**config.mk**
```make
export PLATFORM = sky130hd
export DESIGN_NAME = glitch_sweep_sequencer
export DESIGN_NICKNAME = d
export VERILOG_FILES = /design/src/rtl/glitch_pkg.sv /design/src/rtl/glitch_pulse_gen.sv /design/src/rtl/glitch_sweep_sequencer.sv
export SDC_FILE = /design/constraint.sdc
export NUM_CORES = 1
export LEC_CHECK = 0
export ABC_AREA = 1
export BUFFER_PORTS_ARGS = -buffer_cell sky130_fd_sc_hd__buf_2
export CAP_MARGIN = 20
export CORE_UTILIZATION = 50
export CTS_CLUSTER_SIZE = 14
export DETAILED_ROUTE_END_ITERATION = 7
export GPL_ROUTABILITY_DRIVEN = 0
export GPL_TIMING_DRIVEN = 0
export PLACE_DENSITY = 0.68
export SLEW_MARGIN = 20
export SYNTH_ARGS = -nofsm -noshare
export SYNTH_HDL_FRONTEND = slang
export SYNTH_SLANG_ARGS = --single-unit
```
**constraint.sdc**
```tcl
create_clock -name i_sc_clk -period 11.21 [get_ports i_sc_clk]
set_clock_uncertainty 0.05 [all_clocks]
set_input_delay 0.5605 -clock i_sc_clk [delete_from_list [all_inputs] [get_ports i_sc_clk]]
set_output_delay 0.5605 -clock i_sc_clk [all_outputs]
set_load 0.02 [all_outputs]
```
**src/rtl/glitch_pkg.sv**
```systemverilog
// Shared types and constants for the clock-glitch sweep sequencer.
package glitch_pkg;

    typedef enum logic [2:0] {
        StIdle,
        StRstCard,
        StArm,
        StGlitch,
        StCool,
        StAdvance,
        StDone
    } state_e;

    localparam logic [2:0] CFG_CLK_START = 3'd0;
    localparam logic [2:0] CFG_CLK_STOP  = 3'd1;
    localparam logic [2:0] CFG_CLK_STEP  = 3'd2;
    localparam logic [2:0] CFG_IO_TARGET = 3'd3;
    localparam logic [2:0] CFG_PULSE_W   = 3'd4;
    localparam logic [2:0] CFG_REPEATS   = 3'd5;
    localparam logic [2:0] CFG_TIMEOUT   = 3'd6;
    localparam logic [2:0] CFG_COOLDOWN  = 3'd7;

    // Cycles the card is held in reset at the start of every attempt.
    localparam int unsigned RST_HOLD = 16;

endpackage

```
**src/rtl/glitch_pulse_gen.sv**
```systemverilog
// Glitch pulse generator: drives the glitch for max(pulse_w,1) cycles after a fire.
module glitch_pulse_gen #(
    parameter int unsigned PW = 8
) (
    input  logic          i_clk,
    input  logic          i_rst,
    input  logic          i_clear,
    input  logic          i_fire,
    input  logic [PW-1:0] i_pulse_w,
    output logic          o_glitch,
    output logic          o_pulse_done
);

    logic [PW-1:0] r_cnt;

    always_ff @(posedge i_clk or posedge i_rst) begin
        if (i_rst) begin
            r_cnt <= '0;
        end else if (i_clear) begin
            r_cnt <= '0;
        end else if (i_fire) begin
            r_cnt <= (i_pulse_w == '0) ? PW'(1) : i_pulse_w;
        end else if (r_cnt != '0) begin
            r_cnt <= r_cnt - PW'(1);
        end
    end

    assign o_glitch     = (r_cnt != '0);
    // Asserted during the final glitch cycle so the sequencer leaves in step with the pulse.
    assign o_pulse_done = (r_cnt == PW'(1));

endmodule

```
**src/rtl/glitch_sweep_sequencer.sv**
```systemverilog
// Clock-glitch sweep sequencer: reset card, arm, glitch on trigger, cool down, advance offset.
module glitch_sweep_sequencer
    import glitch_pkg::*;
#(
    parameter int unsigned CW = 32,
    parameter int unsigned PW = 8,
    parameter int unsigned RW = 8
) (
    input  logic          i_sc_clk,
    input  logic          i_sc_reset,
    input  logic          i_cfg_we,
    input  logic [2:0]    i_cfg_addr,
    input  logic [CW-1:0] i_cfg_wdata,
    input  logic          i_start,
    input  logic          i_abort,
    input  logic          i_trig_fired,
    output logic          o_card_rst_n,
    output logic [CW-1:0] o_io_edge_target,
    output logic [CW-1:0] o_clk_edge_target,
    output logic          o_glitch,
    output logic          o_busy,
    output logic          o_done,
    output logic [15:0]   o_miss_count
);

    state_e        r_state, w_state_d;
    logic [CW-1:0] r_clk_start, r_clk_stop, r_clk_step, r_io_target, r_timeout, r_cooldown;
    logic [PW-1:0] r_pulse_w;
    logic [RW-1:0] r_repeats, r_rep;
    logic [CW-1:0] r_cnt, r_offset;
    logic          r_trig_q, r_done;
    logic [15:0]   r_miss;

    logic          w_trig_edge, w_timeout, w_cool_last, w_pulse_done;
    logic          w_rep_more, w_sweep_end, w_go, w_cfg_wr, w_fire, w_miss_inc;
    logic [RW:0]   w_rep_inc;
    logic [RW-1:0] w_rep_lim;
    logic [CW:0]   w_next;

    assign w_trig_edge = i_trig_fired && !r_trig_q;
    assign w_timeout   = (r_timeout != '0) && (r_cnt == r_timeout - CW'(1));
    assign w_cool_last = (r_cooldown == '0) || (r_cnt == r_cooldown - CW'(1));
    assign w_rep_inc   = {1'b0, r_rep} + (RW + 1)'(1);
    assign w_rep_lim   = (r_repeats == '0) ? RW'(1) : r_repeats;
    assign w_rep_more  = (w_rep_inc < {1'b0, w_rep_lim});
    // One extra bit so a wrap past the top of the offset range ends the sweep.
    assign w_next      = {1'b0, r_offset} + {1'b0, r_clk_step};
    assign w_sweep_end = (r_clk_step == '0) || (w_next > {1'b0, r_clk_stop});
    assign w_go        = (r_state == StIdle) && i_start && !i_abort;
    assign w_cfg_wr    = (r_state == StIdle) && i_cfg_we;
    assign w_fire      = (r_state == StArm) && w_trig_edge && !i_abort;
    assign w_miss_inc  = (r_state == StArm) && !w_trig_edge && w_timeout && !i_abort;

    always_comb begin
        w_state_d = r_state;
        case (r_state)
            StIdle:    if (i_start) w_state_d = StRstCard;
            StRstCard: if (r_cnt == CW'(RST_HOLD - 1)) w_state_d = StArm;
            StArm: begin
                if (w_trig_edge)    w_state_d = StGlitch;
                else if (w_timeout) w_state_d = StCool;
            end
            StGlitch:  if (w_pulse_done) w_state_d = StCool;
            StCool:    if (w_cool_last) w_state_d = StAdvance;
            StAdvance: w_state_d = (!w_rep_more && w_sweep_end) ? StDone : StRstCard;
            StDone:    w_state_d = StIdle;
            default:   w_state_d = StIdle;
        endcase
        if (i_abort) w_state_d = StIdle;
    end

    always_ff @(posedge i_sc_clk or posedge i_sc_reset) begin
        if (i_sc_reset) r_state <= StIdle;
        else            r_state <= w_state_d;
    end

    always_ff @(posedge i_sc_clk or posedge i_sc_reset) begin
        if (i_sc_reset) begin
            r_clk_start <= '0;
            r_clk_stop  <= '0;
            r_clk_step  <= '0;
            r_io_target <= '0;
            r_pulse_w   <= '0;
            r_repeats   <= '0;
            r_timeout   <= '0;
            r_cooldown  <= '0;
            r_cnt       <= '0;
            r_offset    <= '0;
            r_rep       <= '0;
            r_trig_q    <= 1'b0;
            r_done      <= 1'b0;
            r_miss      <= '0;
        end else begin
            r_trig_q <= i_trig_fired;
            // Per-state cycle counter restarts on every state change.
            r_cnt    <= ((w_state_d != r_state) || (r_state == StIdle)) ? '0 : r_cnt + CW'(1);
            if (w_cfg_wr) begin
                case (i_cfg_addr)
                    CFG_CLK_START: r_clk_start <= i_cfg_wdata;
                    CFG_CLK_STOP:  r_clk_stop  <= i_cfg_wdata;
                    CFG_CLK_STEP:  r_clk_step  <= i_cfg_wdata;
                    CFG_IO_TARGET: r_io_target <= i_cfg_wdata;
                    CFG_PULSE_W:   r_pulse_w   <= i_cfg_wdata[PW-1:0];
                    CFG_REPEATS:   r_repeats   <= i_cfg_wdata[RW-1:0];
                    CFG_TIMEOUT:   r_timeout   <= i_cfg_wdata;
                    CFG_COOLDOWN:  r_cooldown  <= i_cfg_wdata;
                endcase
            end
            if (w_go) begin
                r_offset <= r_clk_start;
                r_rep    <= '0;
                r_done   <= 1'b0;
                r_miss   <= '0;
            end
            if (w_miss_inc && (r_miss != 16'hFFFF)) r_miss <= r_miss + 16'd1;
            if ((r_state == StAdvance) && !i_abort) begin
                if (w_rep_more) begin
                    r_rep <= w_rep_inc[RW-1:0];
                end else begin
                    r_rep <= '0;
                    if (!w_sweep_end) r_offset <= w_next[CW-1:0];
                end
            end
            if (w_state_d == StDone) r_done <= 1'b1;
        end
    end

    glitch_pulse_gen #(
        .PW (PW)
    ) u_pulse_gen (
        .i_clk        (i_sc_clk),
        .i_rst        (i_sc_reset),
        .i_clear      (i_abort),
        .i_fire       (w_fire),
        .i_pulse_w    (r_pulse_w),
        .o_glitch     (o_glitch),
        .o_pulse_done (w_pulse_done)
    );

    assign o_card_rst_n      = (r_state != StRstCard);
    assign o_busy            = (r_state != StIdle);
    assign o_done            = r_done;
    assign o_miss_count      = r_miss;
    assign o_io_edge_target  = r_io_target;
    assign o_clk_edge_target = (r_state == StIdle) ? r_clk_start : r_offset;

endmodule

```
Word-level counts from Yosys, hierarchy flattened

Index checks and enable logic that the tools add are counted.

Register bits after elaboration: 309
Input port bits: 41
Output and inout bits: 84
Logic and storage cells: 113

Add/subtract/negate cells: 7
Magnitude comparators: 2
Equality and inequality tests: 20
Muxes and demuxes: 27
Reductions and logical operators: 41

Operators by type and width:

| cell                    | count |
|---|---|
| $mux W32                | 6 |
| $eq A32 B32 Y1          | 2 |
| $logic_not A32 Y1       | 2 |
| $mux W8                 | 8 |
| $sub A32 B1 Y32 const B | 2 |
| $add A32 B32 Y33        | 1 |
| $gt A33 B32 Y1          | 1 |
| $add A32 B1 Y32 const B | 1 |
| $eq A32 B4 Y1 const B   | 1 |
| $mux W16                | 2 |
| $reduce_bool A32 Y1     | 1 |
| $mux W3                 | 8 |
| $eq A3 B3 Y1 const B    | 7 |
| $pmux W3 S6             | 1 |
| $add A16 B1 Y16 const B | 1 |
| $logic_not A8 Y1        | 2 |
| $ne A16 B16 Y1 const B  | 1 |
| $reduce_and A2 Y1       | 8 |
| $logic_and A1 B1 Y1     | 13 |
| $eq A3 B2 Y1 const B    | 4 |
| $add A8 B1 Y9 const B   | 1 |
| $lt A9 B8 Y1            | 1 |
| $eq A8 B1 Y1 const B    | 1 |
| $reduce_bool A8 Y1      | 1 |
| other kinds (10)        | 21 |

Longest topological paths before layout

Gate-level depths: netlist (run 1).

Word-level depth: 11
Depth in mapped cells: 36

Cells and area by module

A second synthesis (run 1) with hierarchy kept.

Cells, all modules: 2534
Area, all modules: 19024.5 um^2

Modules (own cells, without submodules):

| module                 | instances | cells an instance | area an instance (um^2) |
|---|---|---|---|
| glitch_sweep_sequencer | 1         | 2429              | 18350.1 |
| glitch_pulse_gen       | 1         | 105               | 674.4 |

Least setup slack after synthesis (run 1)

No wires, ideal clock.

Kind: reg2reg
From: register r_clk_step[0]
To: register r_cnt[10]
Arrival: 4.420 ns
Slack: 6.619 ns
Cell stages (with the launch flop): 36
Buffers on the path: 1
Period minus slack after synthesis: 4.591 ns
Path through: dfrtp_1 > ha_1 > fa_1 > nand3_1 > nand2_1 > a21boi_0 > o21ai_1 > a21boi_0 > inv_1 > a21oi_1 > o21ai_0 > a21oi_1 > or2_2 > and2_1 > inv_1 > ha_1 > nand3_1 > nor3_1 > nand2_1 > nand2_1 > nand2_1 > nand2_1 > nand2_1 > nand2_1 > nand2_1 > nand2_1 > nand2_1 > nand2_1 > nand3_1 > nand2_1 > nand2_1 > nand2_1 > nand2_1 > nand3_4 > buf_6 > nor2_2

Cells in the longest elaborated chain, start to end: 10
Elaborated cells on any way between the ends: 11

Ends and longest elaborated chain:

| item                   | RTL line                      | source |
|---|---|---|
| start, declared        | glitch_sweep_sequencer.sv:27  | `logic [CW-1:0] r_clk_start, r_clk_stop, r_clk_step, r_io_target, r_timeout, r_cooldown;` |
| start signal, assigned | glitch_sweep_sequencer.sv:101 | `CFG_CLK_STEP: r_clk_step <= i_cfg_wdata;` |
| $add A32 B32 Y33       | glitch_sweep_sequencer.sv:47  | `assign w_next = {1'b0, r_offset} + {1'b0, r_clk_step};` |
| $gt A33 B32 Y1         | glitch_sweep_sequencer.sv:48  | `assign w_sweep_end = (r_clk_step == '0) \|\| (w_next > {1'b0, r_clk_stop});` |
| $logic_or A1 B1 Y1 *   | glitch_sweep_sequencer.sv:48  |  |
| $logic_and A1 B1 Y1 *  | glitch_sweep_sequencer.sv:65  | `StAdvance: w_state_d = (!w_rep_more && w_sweep_end) ? StDone : StRstCard;` |
| $mux W3 *              | glitch_sweep_sequencer.sv:65  |  |
| $pmux W3 S6 *          | glitch_sweep_sequencer.sv:56  | `case (r_state)` |
| $mux W3 *              | glitch_sweep_sequencer.sv:69  | `if (i_abort) w_state_d = StIdle;` |
| $ne A3 B3 Y1 *         | glitch_sweep_sequencer.sv:96  | `r_cnt <= ((w_state_d != r_state) \|\| (r_state == StIdle)) ? '0 : r_cnt + CW'(1);` |
| $logic_or A1 B1 Y1 *   | glitch_sweep_sequencer.sv:96  |  |
| $mux W32 *             | glitch_sweep_sequencer.sv:96  |  |
| end signal, assigned   | glitch_sweep_sequencer.sv:96  |  |
| end, declared          | glitch_sweep_sequencer.sv:30  | `logic [CW-1:0] r_cnt, r_offset;` |

Every way passes the cells marked *; elsewhere a longest branch is shown, timed or not.
A chain may end at the register's enable or synchronous reset.

Final worst setup path (run 1)

From: register r_clk_step[0]
To: register r_offset[0]

Cells in the longest elaborated chain, start to end: 6
Elaborated cells on any way between the ends: 7

Ends and longest elaborated chain:

| item                 | RTL line                      | source |
|---|---|---|
| $add A32 B32 Y33     | glitch_sweep_sequencer.sv:47  |  |
| $gt A33 B32 Y1       | glitch_sweep_sequencer.sv:48  |  |
| $logic_or A1 B1 Y1   | glitch_sweep_sequencer.sv:48  |  |
| $mux W32 *           | glitch_sweep_sequencer.sv:121 | `if (!w_sweep_end) r_offset <= w_next[CW-1:0];` |
| $mux W32 *           | glitch_sweep_sequencer.sv:117 | `if (w_rep_more) begin` |
| $mux W32 *           | glitch_sweep_sequencer.sv:116 | `if ((r_state == StAdvance) && !i_abort) begin` |
| end signal, assigned | glitch_sweep_sequencer.sv:110 | `r_offset <= r_clk_start;` |
| end signal, assigned | glitch_sweep_sequencer.sv:121 |  |
| end, declared        | glitch_sweep_sequencer.sv:30  |  |

Marks and branches as above.

==> results of run 1 <==
[final cells by class]
class / instances / area, um^2 / share of cell area, %
Buffer: 78 / 317.8 / 1.498
Clock buffer: 49 / 1062 / 5.007
Clock inverter: 16 / 201.4 / 0.9496
Sequential cell: 309 / 7732 / 36.45
Inverter: 307 / 1160 / 5.467
Timing Repair Buffer: 129 / 726.9 / 3.427
Antenna cell: 1 / 2.502 / 0.01180
Tap cell: 468 / 585.6 / 2.760
Multi-Input combinational cell: 1664 / 9425 / 44.43
[per-layer routing]
layer	GRT usage [%]	up-vias	wire length (um)
met2	46.79	532	24450
li1	-	7995	-
met1	39.93	8062	24350
met5	0	-	0
met3	4.911	100	3637
met4	10.85	0	1789
[through the flow]
step	worst slack, ns	util [%]	hold slack [ns]	setup TNS (ns)	std cells
after floorplan	2.055	-	0.4253	0	2358
after global placement	-1.373	54.05	0.4339	-410.93	2948
after detailed placement	4.922	54.45	0.4399	0	2954
after CTS	4.873	57.93	0.08121	0	3020
after global routing	4.210	57.94	0.1002	0	3020
final	4.690	57.95	0.1041	0	3021
[kinds of logic after synthesis]
group,after synthesis,synth area share (%)
flip-flops,309,41.59
AND/OR/NAND/NOR,958,22.07
AO/OA/AOI/OAI,404,11.76
adder cells (fa/ha/maj),79,5.357
multiplexers,60,3.634
XOR/XNOR,163,7.679
buffers and inverters,385,7.908
[repair_timing]
| item | 4_1_cts | 5_1_grt |
|---|---|---|
| buffers inserted | 0 | 0 |
| endpoints found under the hold margin | 40 | 0 |
| gates resized for setup | 0 | 0 |
| hold buffers | 1 | 0 |
[where the power goes]
| part | switching (uW) | total [uW] | internal, uW |
|---|---|---|---|
| combinational | 1160 | 1840 | 681 |
| clock | 489 | 1250 | 759 |
| sequential | 184 | 1540 | 1360 |
[worst max path at each step]
stage,startpoint,end,slack (ns),cells past startpoint
after floorplan,i_sc_reset,o_done,2.06,1
after global placement,i_sc_reset,o_io_edge_target[28],-1.37,2
after detailed placement,r_clk_step[0],r_offset[22],4.92,31
after CTS,r_clk_step[0],r_offset[22],4.87,31
after global routing,r_clk_step[0],r_offset[27],4.21,31
final,r_clk_step[0],r_offset[0],4.69,31
[worst max-delay path: cells and delay by family (launching register included)]
| kind | cells | cell delay [ns] |
|---|---|---|
| AO/OA/AOI/OAI | 10 | 2.33 |
| adder cells (fa/ha/maj) | 3 | 0.94 |
| buffers and inverters | 3 | 0.71 |
| flip-flops | 1 | 0.39 |
| AND/OR/NAND/NOR | 15 | 1.98 |
[state kept, by name, indices dropped and copies added (netlist names), 16 cells and up]
| register | flops |
|---|---|
| o_io_edge_target | 32 |
| r_clk_stop | 32 |
| r_cooldown | 32 |
| r_timeout | 32 |
| r_clk_start | 32 |
| r_cnt | 32 |
| o_miss_count | 16 |
| r_clk_step | 32 |
| r_offset | 32 |
[layout by cell type, fill, tap and decap left out, drive strengths merged, types with 9 or more instances in the layout]
| cell | n |
|---|---|
| nor4 | 31 |
| dfrtp | 309 |
| nand4 | 43 |
| a21oi | 61 |
| buf | 133 |
| mux2 | 60 |
| nor3 | 31 |
| clkinv | 12 |
| nand3 | 74 |
| o21ai | 276 |
| nor2 | 216 |
| nand2 | 542 |
| xor2 | 114 |
| clkbuf | 122 |
| ha | 78 |
| o22ai | 9 |
| inv | 306 |
| xnor2 | 49 |
==> PnR_summary.wiki, run 1 <==
{| class="wikitable"
! Metric !! Value
|-
| Worst vdd ir || 0.1329 mV
|-
| Status || completed
|-
| Total number of clock tree sinks || 309
|-
| Relative max-transition margin || 32.48%
|-
| Nets@finish || 2,645
|-
| Via density || 5.524
|-
| Total power consumption of the routed design || 4626 uW
|-
| Insertion delay to the later sink of the worst-skew pair || 0.56 ns
|-
| Global-route wire length before repair || 87,240 um
|-
| Slowest-stage cell, CP || nor3_4
|-
| Proportion of synthesized chip area in sequential cells || 41.59%
|-
| TritonCTS clock tree || yes
|-
| Initial DRC count || 1,182
|-
| Top post-synthesis cells by count || 538 x nand2_1, 309 x dfrtp_1, 305 x inv_1, 269 x o21ai_0, 194 x nor2_1
|-
| Maximum number of pins on one net before global-route repair || 108
|-
| Post-synthesis cell area || 18,590 um^2
|-
| Hold Fails Final Rpt || 0
|-
| Average wire per standard cell || 17.95 um
|-
| Static power due to leakage || 0.009823 uW
|-
| Library cells used by synthesis || 52
|-
| Cell count after synthesis || 2,358
|-
| Ys flop type || dfrtp_1
|-
| Most common cell in the netlist || nand2_1
|-
| Most area-hungry cell type in the Yosys netlist || dfrtp_1
|-
| Die area || 37,960 um^2
|-
| Async set or reset register ratio after synthesis || 100.0%
|-
| Number of pins with negative max-slew slack in the final report || 0
|-
| Required @ worst endpoint || 11.59 ns
|-
| Net count after synthesis || 2,478
|-
| Syn. warnings || 0
|-
| Cell Rows || 70
|-
| Startpoint of the most critical hold path || i_trig_fired
|-
| Maximum clock rate || 153.4 MHz
|-
| Fraction of final layout cells sized beyond drive strength 1 || 11.68%
|-
| Final routed wirelength across all metal layers || 54,220 um
|-
| Time the final worst path needs with I/O delays and setup || 6.520 ns
|-
| Total iterations of the first detailed-routing run || 5
|-
| Unrepaired setup endpoints after global routing || no
|-
| Transition time of the tightest slew-check pin || 1.004 ns
|-
| Worst flop-to-flop path endpoint || r_offset[0]
|-
| Post-detailed-placement half-perimeter wirelength || 40,750 um
|-
| Overall Global Routing Usage || 29.26%
|-
| Number of enable flip-flop cells after synthesis || 0
|-
| Max Fanout on Critical Path || 10
|-
| Placeable Area || 36,610 um^2
|-
| Category of the worst setup path capture point || flop
|-
| Longest Clk Path Bufs || 3
|-
| Remaining global-route overflow || 0
|-
| Count of input and output buffers || 122
|-
| Yosys top cell area share || 41.59%
|-
| R2r setup slk || 4.69 ns
|-
| FF-to-FF Start || r_clk_step[0]
|-
| Number of buffers inserted during clock tree synthesis || 36
|-
| Worst hold-check path type || in2reg
|-
| Reg2reg path depth || 31
|-
| Placed Instance Area || 19,940 um^2
|-
| Die height || 194.8 um
|-
| Power density over cell area || 218.1 nW/um^2
|-
| Top post-synthesis cells by area || dfrtp_1 42%, nand2_1 11%, o21ai_0 7.2%
|-
| Final setup vio count || 0
|-
| Antenna violations before repair || 0
|-
| Crit Path Category || reg2reg
|-
| Area added between synthesis and finish || 14.11%
|-
| Worst path arrival time || 6.90 ns
|-
| Area of all placed cells without fillers || 21,210 um^2
|-
| Clock transition at the registers of the reported paths || 0.06 ns
|-
| Remaining antenna violation count after routing || 0
|-
| Flip-flop and latch count after synthesis || 309
|-
| Total DRC errors in the routed layout || 0
|-
| Fill cell count || 3,388
|-
| Startpoint kind of the worst setup timing path || flop
|-
| Initial core utilization || 50.78%
|-
| Horizontal die dimension || 194.8 um
|-
| Vias in the first global route || 16.31k
|-
| Io pins || 125
|-
| Level count of the clock H-tree || 2
|-
| Cell repeated most along the worst path || nand2_1
|-
| Synthesized area per cell || 7.884 um^2
|-
| Sink of the worst hold path || r_trig_q
|-
| Max-cap viol count || 0
|-
| Longest individual stage delay on the worst path || 0.62 ns
|-
| Final period utilization || 58.16%
|-
| Cell depth of the worst min-delay path || 1
|-
| Cell chosen for the clock root || clkbuf_16
|-
| DR vias || 16.69k
|}
Power figures use the tool's default switching activity.
==> run 2: changes to the inputs <==
Settings changed: PLACE_DENSITY 0.68 to 0.71.
Clock period 11.21 ns to 5.35 ns, I/O delays scaled along.
==> PnR_summary.wiki, run 2 (same netlist as run 1, synthesis figures left out) <==
{| class="wikitable"
! Metric !! Value
|-
| Worst hold-check path type || in2reg (unchanged)
|-
| Insertion delay to the later sink of the worst-skew pair || 0.56 ns (about the same)
|-
| Antenna violations before repair || 1 (was 0)
|-
| Final setup vio count || 0 (unchanged)
|-
| Io pins || 125 (unchanged)
|-
| Worst path arrival time || 5.47 ns (was 6.90 ns)
|-
| Static power due to leakage || 0.009964 uW (was 0.009823 uW)
|-
| Initial DRC count || 1,279 (was 1,182)
|-
| Unrepaired setup endpoints after global routing || yes (was no)
|-
| Total number of clock tree sinks || 309 (unchanged)
|-
| DR vias || 16.88k (was 16.69k)
|-
| Average wire per standard cell || 17.88 um (was 17.95 um)
|-
| Placed Instance Area || 20,100 um^2 (was 19,940 um^2)
|-
| Met2 Usage GRT || 45.11% (was 46.79%)
|-
| Maximum number of pins on one net before global-route repair || 36 (was 108)
|-
| Total iterations of the first detailed-routing run || 6 (was 5)
|-
| Final core utilization || 58.75% (was 57.95%)
|-
| Fill cell count || 3,259 (was 3,388)
|-
| Remaining global-route overflow || 0 (unchanged)
|-
| Overall Global Routing Usage || 28.90% (was 29.26%)
|-
| Area added between synthesis and finish || 15.68% (was 14.11%)
|-
| Via density || 5.555 (was 5.524)
|-
| Total DRC errors in the routed layout || 0 (unchanged)
|-
| Remaining antenna violation count after routing || 0 (unchanged)
|-
| Horizontal die dimension || 194.8 um (unchanged)
|-
| Post-detailed-placement half-perimeter wirelength || 41,050 um (was 40,750 um)
|-
| Startpoint kind of the worst setup timing path || flop (unchanged)
|-
| Die area || 37,960 um^2 (unchanged)
|-
| Met3 usage || 4.650% (was 4.911%)
|-
| Cell repeated most along the worst path || nand2_1 (unchanged)
|-
| Antenna diode instance count || 0 (was 1)
|-
| Time the final worst path needs with I/O delays and setup || 5.030 ns (was 6.520 ns)
|-
| Required @ worst endpoint || 5.79 ns (was 11.59 ns)
|-
| Count of input and output buffers || 122 (unchanged)
|-
| Commonest cells after routing, fill and taps aside || 536 x nand2_1, 309 x dfrtp_1, 304 x inv_1, 268 x o21ai_0, 194 x nor2_1 (was 538 x nand2_1, 309 x dfrtp_1, 304 x inv_1, 269 x o21ai_0, 193 x nor2_1)
|-
| Slowest-stage cell, CP || dfrtp_1 (was nor3_4)
|-
| TritonCTS clock tree || yes (unchanged)
|-
| GRT busiest layer || met2 (unchanged)
|-
| Max Fanout on Critical Path || 10 (unchanged)
|-
| Initial core utilization || 50.78% (unchanged)
|-
| Most common cell after layout, fill and taps aside || nand2_1 (unchanged)
|-
| Area of all placed cells without fillers || 21,510 um^2 (was 21,210 um^2)
|-
| Vias in the first global route || 16.27k (was 16.31k)
|-
| Cell Rows || 70 (unchanged)
|-
| Number of buffers inserted during clock tree synthesis || 36 (unchanged)
|-
| Status || completed (unchanged)
|-
| Hold Fails Final Rpt || 0 (unchanged)
|-
| Final period utilization || 94.01% (was 58.16%)
|-
| Transition time of the tightest slew-check pin || 1.037 ns (was 1.004 ns)
|-
| Instance count after placement with tap cells included || 2,963 (was 2,954)
|-
| Worst vdd ir || 0.2773 mV (was 0.1329 mV)
|-
| Max-cap viol count || 0 (unchanged)
|-
| Met1 capacity usage during global routing || 40.14% (was 39.93%)
|-
| Power density over cell area || 453.8 nW/um^2 (was 218.1 nW/um^2)
|-
| Longest Clk Path Bufs || 3 (unchanged)
|-
| Nets@finish || 2,667 (was 2,645)
|-
| Maximum clock rate || 198.8 MHz (was 153.4 MHz)
|-
| Clock transition at the registers of the reported paths || 0.06 ns (about the same)
|-
| Number of non-filler instances in the completed layout || 3,038 (was 3,021)
|-
| Number of pins with negative max-slew slack in the final report || 0 (unchanged)
|-
| Crit Path Category || reg2reg (unchanged)
|-
| Global-route wire length before repair || 86,550 um (was 87,240 um)
|-
| Placeable Area || 36,610 um^2 (unchanged)
|-
| Relative max-transition margin || 30.60% (was 32.48%)
|-
| Longest individual stage delay on the worst path || 0.40 ns (was 0.62 ns)
|-
| Final routed wirelength across all metal layers || 54,330 um (was 54,220 um)
|-
| Cell chosen for the clock root || clkbuf_16 (unchanged)
|-
| Fraction of final layout cells sized beyond drive strength 1 || 12.88% (was 11.68%)
|-
| Total power consumption of the routed design || 9760 uW (was 4626 uW)
|-
| Category of the worst setup path capture point || flop (unchanged)
|-
| Level count of the clock H-tree || 2 (unchanged)
|-
| Die height || 194.8 um (unchanged)
|}
-- run 2: cell types whose count changed in the layout (fill, tap and decap cells not counted), moves of 3 or more --
cell / delta
buf_12: +10
a21oi_2: +4
o21ai_1: -3
buf_4: +6
a21boi_2: +3
o21ai_2: +3
clkbuf_2: +4
clkbuf_1: -4
a21boi_0: -5
a21oi_1: -4
dlygate4sd3_1: +7
-- run 2: final cells by class --
class	count	area (um^2)	area share (%)
Inverter	307	1159	5.387
Clock inverter	14	151.4	0.7039
Buffer	77	327.8	1.524
Timing Repair Buffer	152	1027	4.776
Clock buffer	47	1013	4.712
Multi-Input combinational cell	1664	9510	44.22
Tap cell	468	585.6	2.723
Sequential cell	309	7732	35.95
-- run 2: final timing paths --
kind | slack (ns) | start | cells after the start | to
min | 0.02 | i_cfg_wdata[28] | 3 | r_clk_step[28]
min reg2reg | 0.45 | o_io_edge_target[3] | 1 | o_io_edge_target[3]
max in group asynchronous | 3.88 | i_sc_reset | 7 | r_cooldown[28]
min in group asynchronous | 0.18 | i_sc_reset | 3 | r_repeats[3]
max | 0.32 | r_offset[0] | 36 | r_cnt[28]
max reg2reg | 0.32 | r_offset[0] | 36 | r_cnt[28]
-- run 2: worst max-delay path, delay by kind of cell, from the launching register on --
| kind | cells | cell delay (ns) |
|---|---|---|
| simple gates | 23 | 2.17 |
| compound gates | 6 | 1.00 |
| fa+ha+maj | 3 | 0.92 |
| flops | 1 | 0.40 |
| buf+inv | 4 | 0.39 |
-- run 2: what timing repair did --
item                                    in CTS  in global routing
gates resized for setup                     14                 21
setup buffers                                4                  3
pin swaps                                    2                  7
hold endpoints to repair                    79                  0
endpoints found under the setup margin      68                 65
hold buffers                                 8                  0
-- run 2: per-layer routing --
metal  share of wire [%]  wire length, um
met5                   0                0
met2                  45            24220
met1                  44            24170
met4                 3.4             1870
met3                 7.5             4072
-- run 2: per-stage QoR --
step | hold WS, ns | setup WS [ns] | setup TNS, ns
floorplan | 0.2489 | 0.7591 | 0
global placement | 0.3424 | -0.9251 | -313.80
detailed placement | 0.2103 | -0.9826 | -42.54
CTS | 0.0005815 | 0.02902 | 0
global route | 0.02801 | -0.02789 | -0.2182
finish | 0.01906 | 0.3202 | 0
-- run 2: power breakdown --
| part | switching, uW | internal, uW | leakage, uW |
|---|---|---|---|
| logic | 2530 | 1510 | 0.00557 |
| clock network | 1020 | 1470 | 0.000580 |
| registers | 388 | 2850 | 0.00382 |
| total | 3930 | 5830 | 0.00996 |
==> run 3: changes to the inputs <==
Settings changed: REMOVE_ABC_BUFFERS from default to 1.
==> PnR_summary.wiki, run 3 (same netlist as run 1, synthesis figures left out) <==
{| class="wikitable"
! Metric !! Value
|-
| Status || completed (unchanged)
|-
| Required @ worst endpoint || 5.73 ns (was 5.79 ns)
|-
| Total number of clock tree sinks || 309 (unchanged)
|-
| Io pins || 125 (unchanged)
|-
| Most common cell after layout, fill and taps aside || nand2_1 (unchanged)
|-
| Horizontal die dimension || 194.8 um (unchanged)
|-
| Longest Clk Path Bufs || 3 (unchanged)
|-
| Cell depth of the worst min-delay path || 3 (unchanged)
|-
| Commonest cells after routing, fill and taps aside || 536 x nand2_1, 309 x dfrtp_1, 303 x inv_1, 268 x o21ai_0, 191 x nor2_1 (was 536 x nand2_1, 309 x dfrtp_1, 304 x inv_1, 268 x o21ai_0, 194 x nor2_1)
|-
| Area added between synthesis and finish || 14.70% (was 15.68%)
|-
| Total DRC errors in the routed layout || 0 (unchanged)
|-
| Final routed wirelength across all metal layers || 50,250 um (was 54,330 um)
|-
| Clock transition at the registers of the reported paths || 0.06 ns (about the same)
|-
| Area of all placed cells without fillers || 21,320 um^2 (was 21,510 um^2)
|-
| Cell Rows || 70 (unchanged)
|-
| Level count of the clock H-tree || 2 (unchanged)
|-
| Transition time of the tightest slew-check pin || 0.8162 ns (was 1.037 ns)
|-
| Antenna diode instance count || 0 (unchanged)
|-
| Relative max-transition margin || 45.46% (was 30.60%)
|-
| Fraction of final layout cells sized beyond drive strength 1 || 14.34% (was 12.88%)
|-
| FF-to-FF Start || r_offset[0] (unchanged)
|-
| Insertion delay to the later sink of the worst-skew pair || 0.52 ns (was 0.56 ns)
|-
| Cell chosen for the clock root || clkbuf_16 (unchanged)
|-
| Crit Path Category || reg2reg (unchanged)
|-
| R2r setup slk || 0.28 ns (was 0.32 ns)
|-
| Vias in the first global route || 16.03k (was 16.27k)
|-
| Max Fanout on Critical Path || 8 (was 10)
|-
| Startpoint kind of the worst setup timing path || flop (unchanged)
|-
| Final worst slack || 0.2766 ns (was 0.3202 ns)
|-
| Reg2reg path depth || 35 (was 36)
|-
| TritonCTS clock tree || yes (unchanged)
|-
| Time the final worst path needs with I/O delays and setup || 5.073 ns (was 5.030 ns)
|-
| DR vias || 16.45k (was 16.88k)
|-
| Power density over cell area || 456.9 nW/um^2 (was 453.8 nW/um^2)
|-
| Max-cap viol count || 0 (unchanged)
|-
| Unrepaired setup endpoints after global routing || no (was yes)
|-
| Startpoint of the most critical hold path || i_cfg_wdata[14] (was i_cfg_wdata[28])
|-
| Nets@finish || 2,612 (was 2,667)
|-
| Remaining global-route overflow || 0 (unchanged)
|-
| Sink of the worst hold path || r_clk_start[14] (was r_clk_step[28])
|-
| Worst hold-check path type || in2reg (unchanged)
|-
| Slowest-stage cell, CP || dfrtp_1 (unchanged)
|-
| Worst slack at placement || -0.9626 ns (was -0.9826 ns)
|-
| Static power due to leakage || 0.009942 uW (was 0.009964 uW)
|-
| Via density || 5.511 (was 5.555)
|-
| Cell repeated most along the worst path || nand2_1 (unchanged)
|-
| Initial DRC count || 1,250 (was 1,279)
|-
| Worst flop-to-flop path endpoint || r_cnt[24] (was r_cnt[28])
|-
| Number of buffers inserted during clock tree synthesis || 35 (was 36)
|-
| Maximum number of pins on one net before global-route repair || 104 (was 36)
|-
| Overall Global Routing Usage || 26.84% (was 28.90%)
|-
| Worst vdd ir || 0.2718 mV (was 0.2773 mV)
|-
| Global-route wire length before repair || 82,210 um (was 86,550 um)
|-
| Placed Instance Area || 19,910 um^2 (was 20,100 um^2)
|-
| Category of the worst setup path capture point || flop (unchanged)
|-
| Number of pins with negative max-slew slack in the final report || 0 (unchanged)
|-
| Total iterations of the first detailed-routing run || 7 (was 6)
|-
| Die area || 37,960 um^2 (unchanged)
|-
| Final setup vio count || 0 (unchanged)
|-
| Count of input and output buffers || 124 (was 122)
|-
| Worst path arrival time || 5.45 ns (was 5.47 ns)
|-
| Remaining antenna violation count after routing || 0 (unchanged)
|-
| Placeable Area || 36,610 um^2 (unchanged)
|-
| Average wire per standard cell || 16.83 um (was 17.88 um)
|-
| Hold Fails Final Rpt || 0 (unchanged)
|-
| Longest individual stage delay on the worst path || 0.40 ns (about the same)
|-
| Final period utilization || 94.83% (was 94.01%)
|-
| Die height || 194.8 um (unchanged)
|-
| Maximum clock rate || 197.1 MHz (was 198.8 MHz)
|-
| Post-detailed-placement half-perimeter wirelength || 37,320 um (was 41,050 um)
|-
| Antenna violations before repair || 0 (was 1)
|-
| Initial core utilization || 50.78% (unchanged)
|}
run 3: repair_timing:
action	CTS	global route
gates resized for setup	12	28
hold endpoints to repair	52	0
buffers inserted	4	1
endpoints found under the setup margin	68	64
hold buffers	2	0
cloned	2	0
pin swaps	2	9
run 3: worst max path at each step:
stage           startpoint        end  slack [ns]  depth (start not counted)
6_report       r_offset[0]  r_cnt[24]        0.28                         35
5_1_grt        r_offset[0]  r_cnt[19]       0.007                         36
4_1_cts        r_offset[0]  r_cnt[24]        0.05                         35
3_5_place_dp   r_offset[0]  r_cnt[24]       -0.96                         35
3_3_place_gp    i_sc_reset  r_cnt[24]       -6.97                          2
2_1_floorplan   i_sc_reset     o_done       -3.51                          1
run 3: area by class of cell:
class,count,area (um^2)
multi-input combinational,1666,9604
tap,468,585.6
clock inverter,15,186.4
clock buffer,47,1003
fill,3263,15290
inverter,307,1165
timing repair buffer,173,1047
sequential,309,7732
run 3: layer usage:
| metal | global-route usage (%) | vias up | part of all wire, % |
|---|---|---|---|
| met5 | 0 | - | 0 |
| met4 | 9.128 | 0 | 3.2 |
| met3 | 3.765 | 108 | 6.7 |
| met2 | 43.25 | 558 | 45 |
| met1 | 37.12 | 7851 | 45 |
| li1 | - | 7934 | - |
run 3: stage by stage:
step | utilization, % | power (uW) | hold WS (ns) | setup TNS, ns | std cells
floorplan | - | 5978 | 0.2489 | -1085.71 | 2280
global placement | 53.21 | 6893 | 0.3420 | -2513.28 | 2872
detailed placement | 54.39 | 7036 | 0.2713 | -43.96 | 2914
CTS | 57.93 | 9641 | 0.01617 | 0 | 2984
global route | 58.25 | 10460 | 0.02849 | 0 | 2985
finish | 58.25 | 9743 | 0.02686 | 0 | 2985
run 3: worst max-delay path: cells and delay by family, from the launching register on:
family,cells,cell delay [ns]
AO/OA/AOI/OAI,6,1.02
buffers and inverters,3,0.30
AND/OR/NAND/NOR,23,2.36
flip-flops,1,0.40
adder cells (fa/ha/maj),3,0.83
run 3: power by group:
part | switching [uW] | total [uW] | leakage, uW | internal, uW
clock | 989 | 2500 | 0.000580 | 1510
sequential | 388 | 3230 | 0.00382 | 2840
combinational | 2510 | 4010 | 0.00554 | 1500
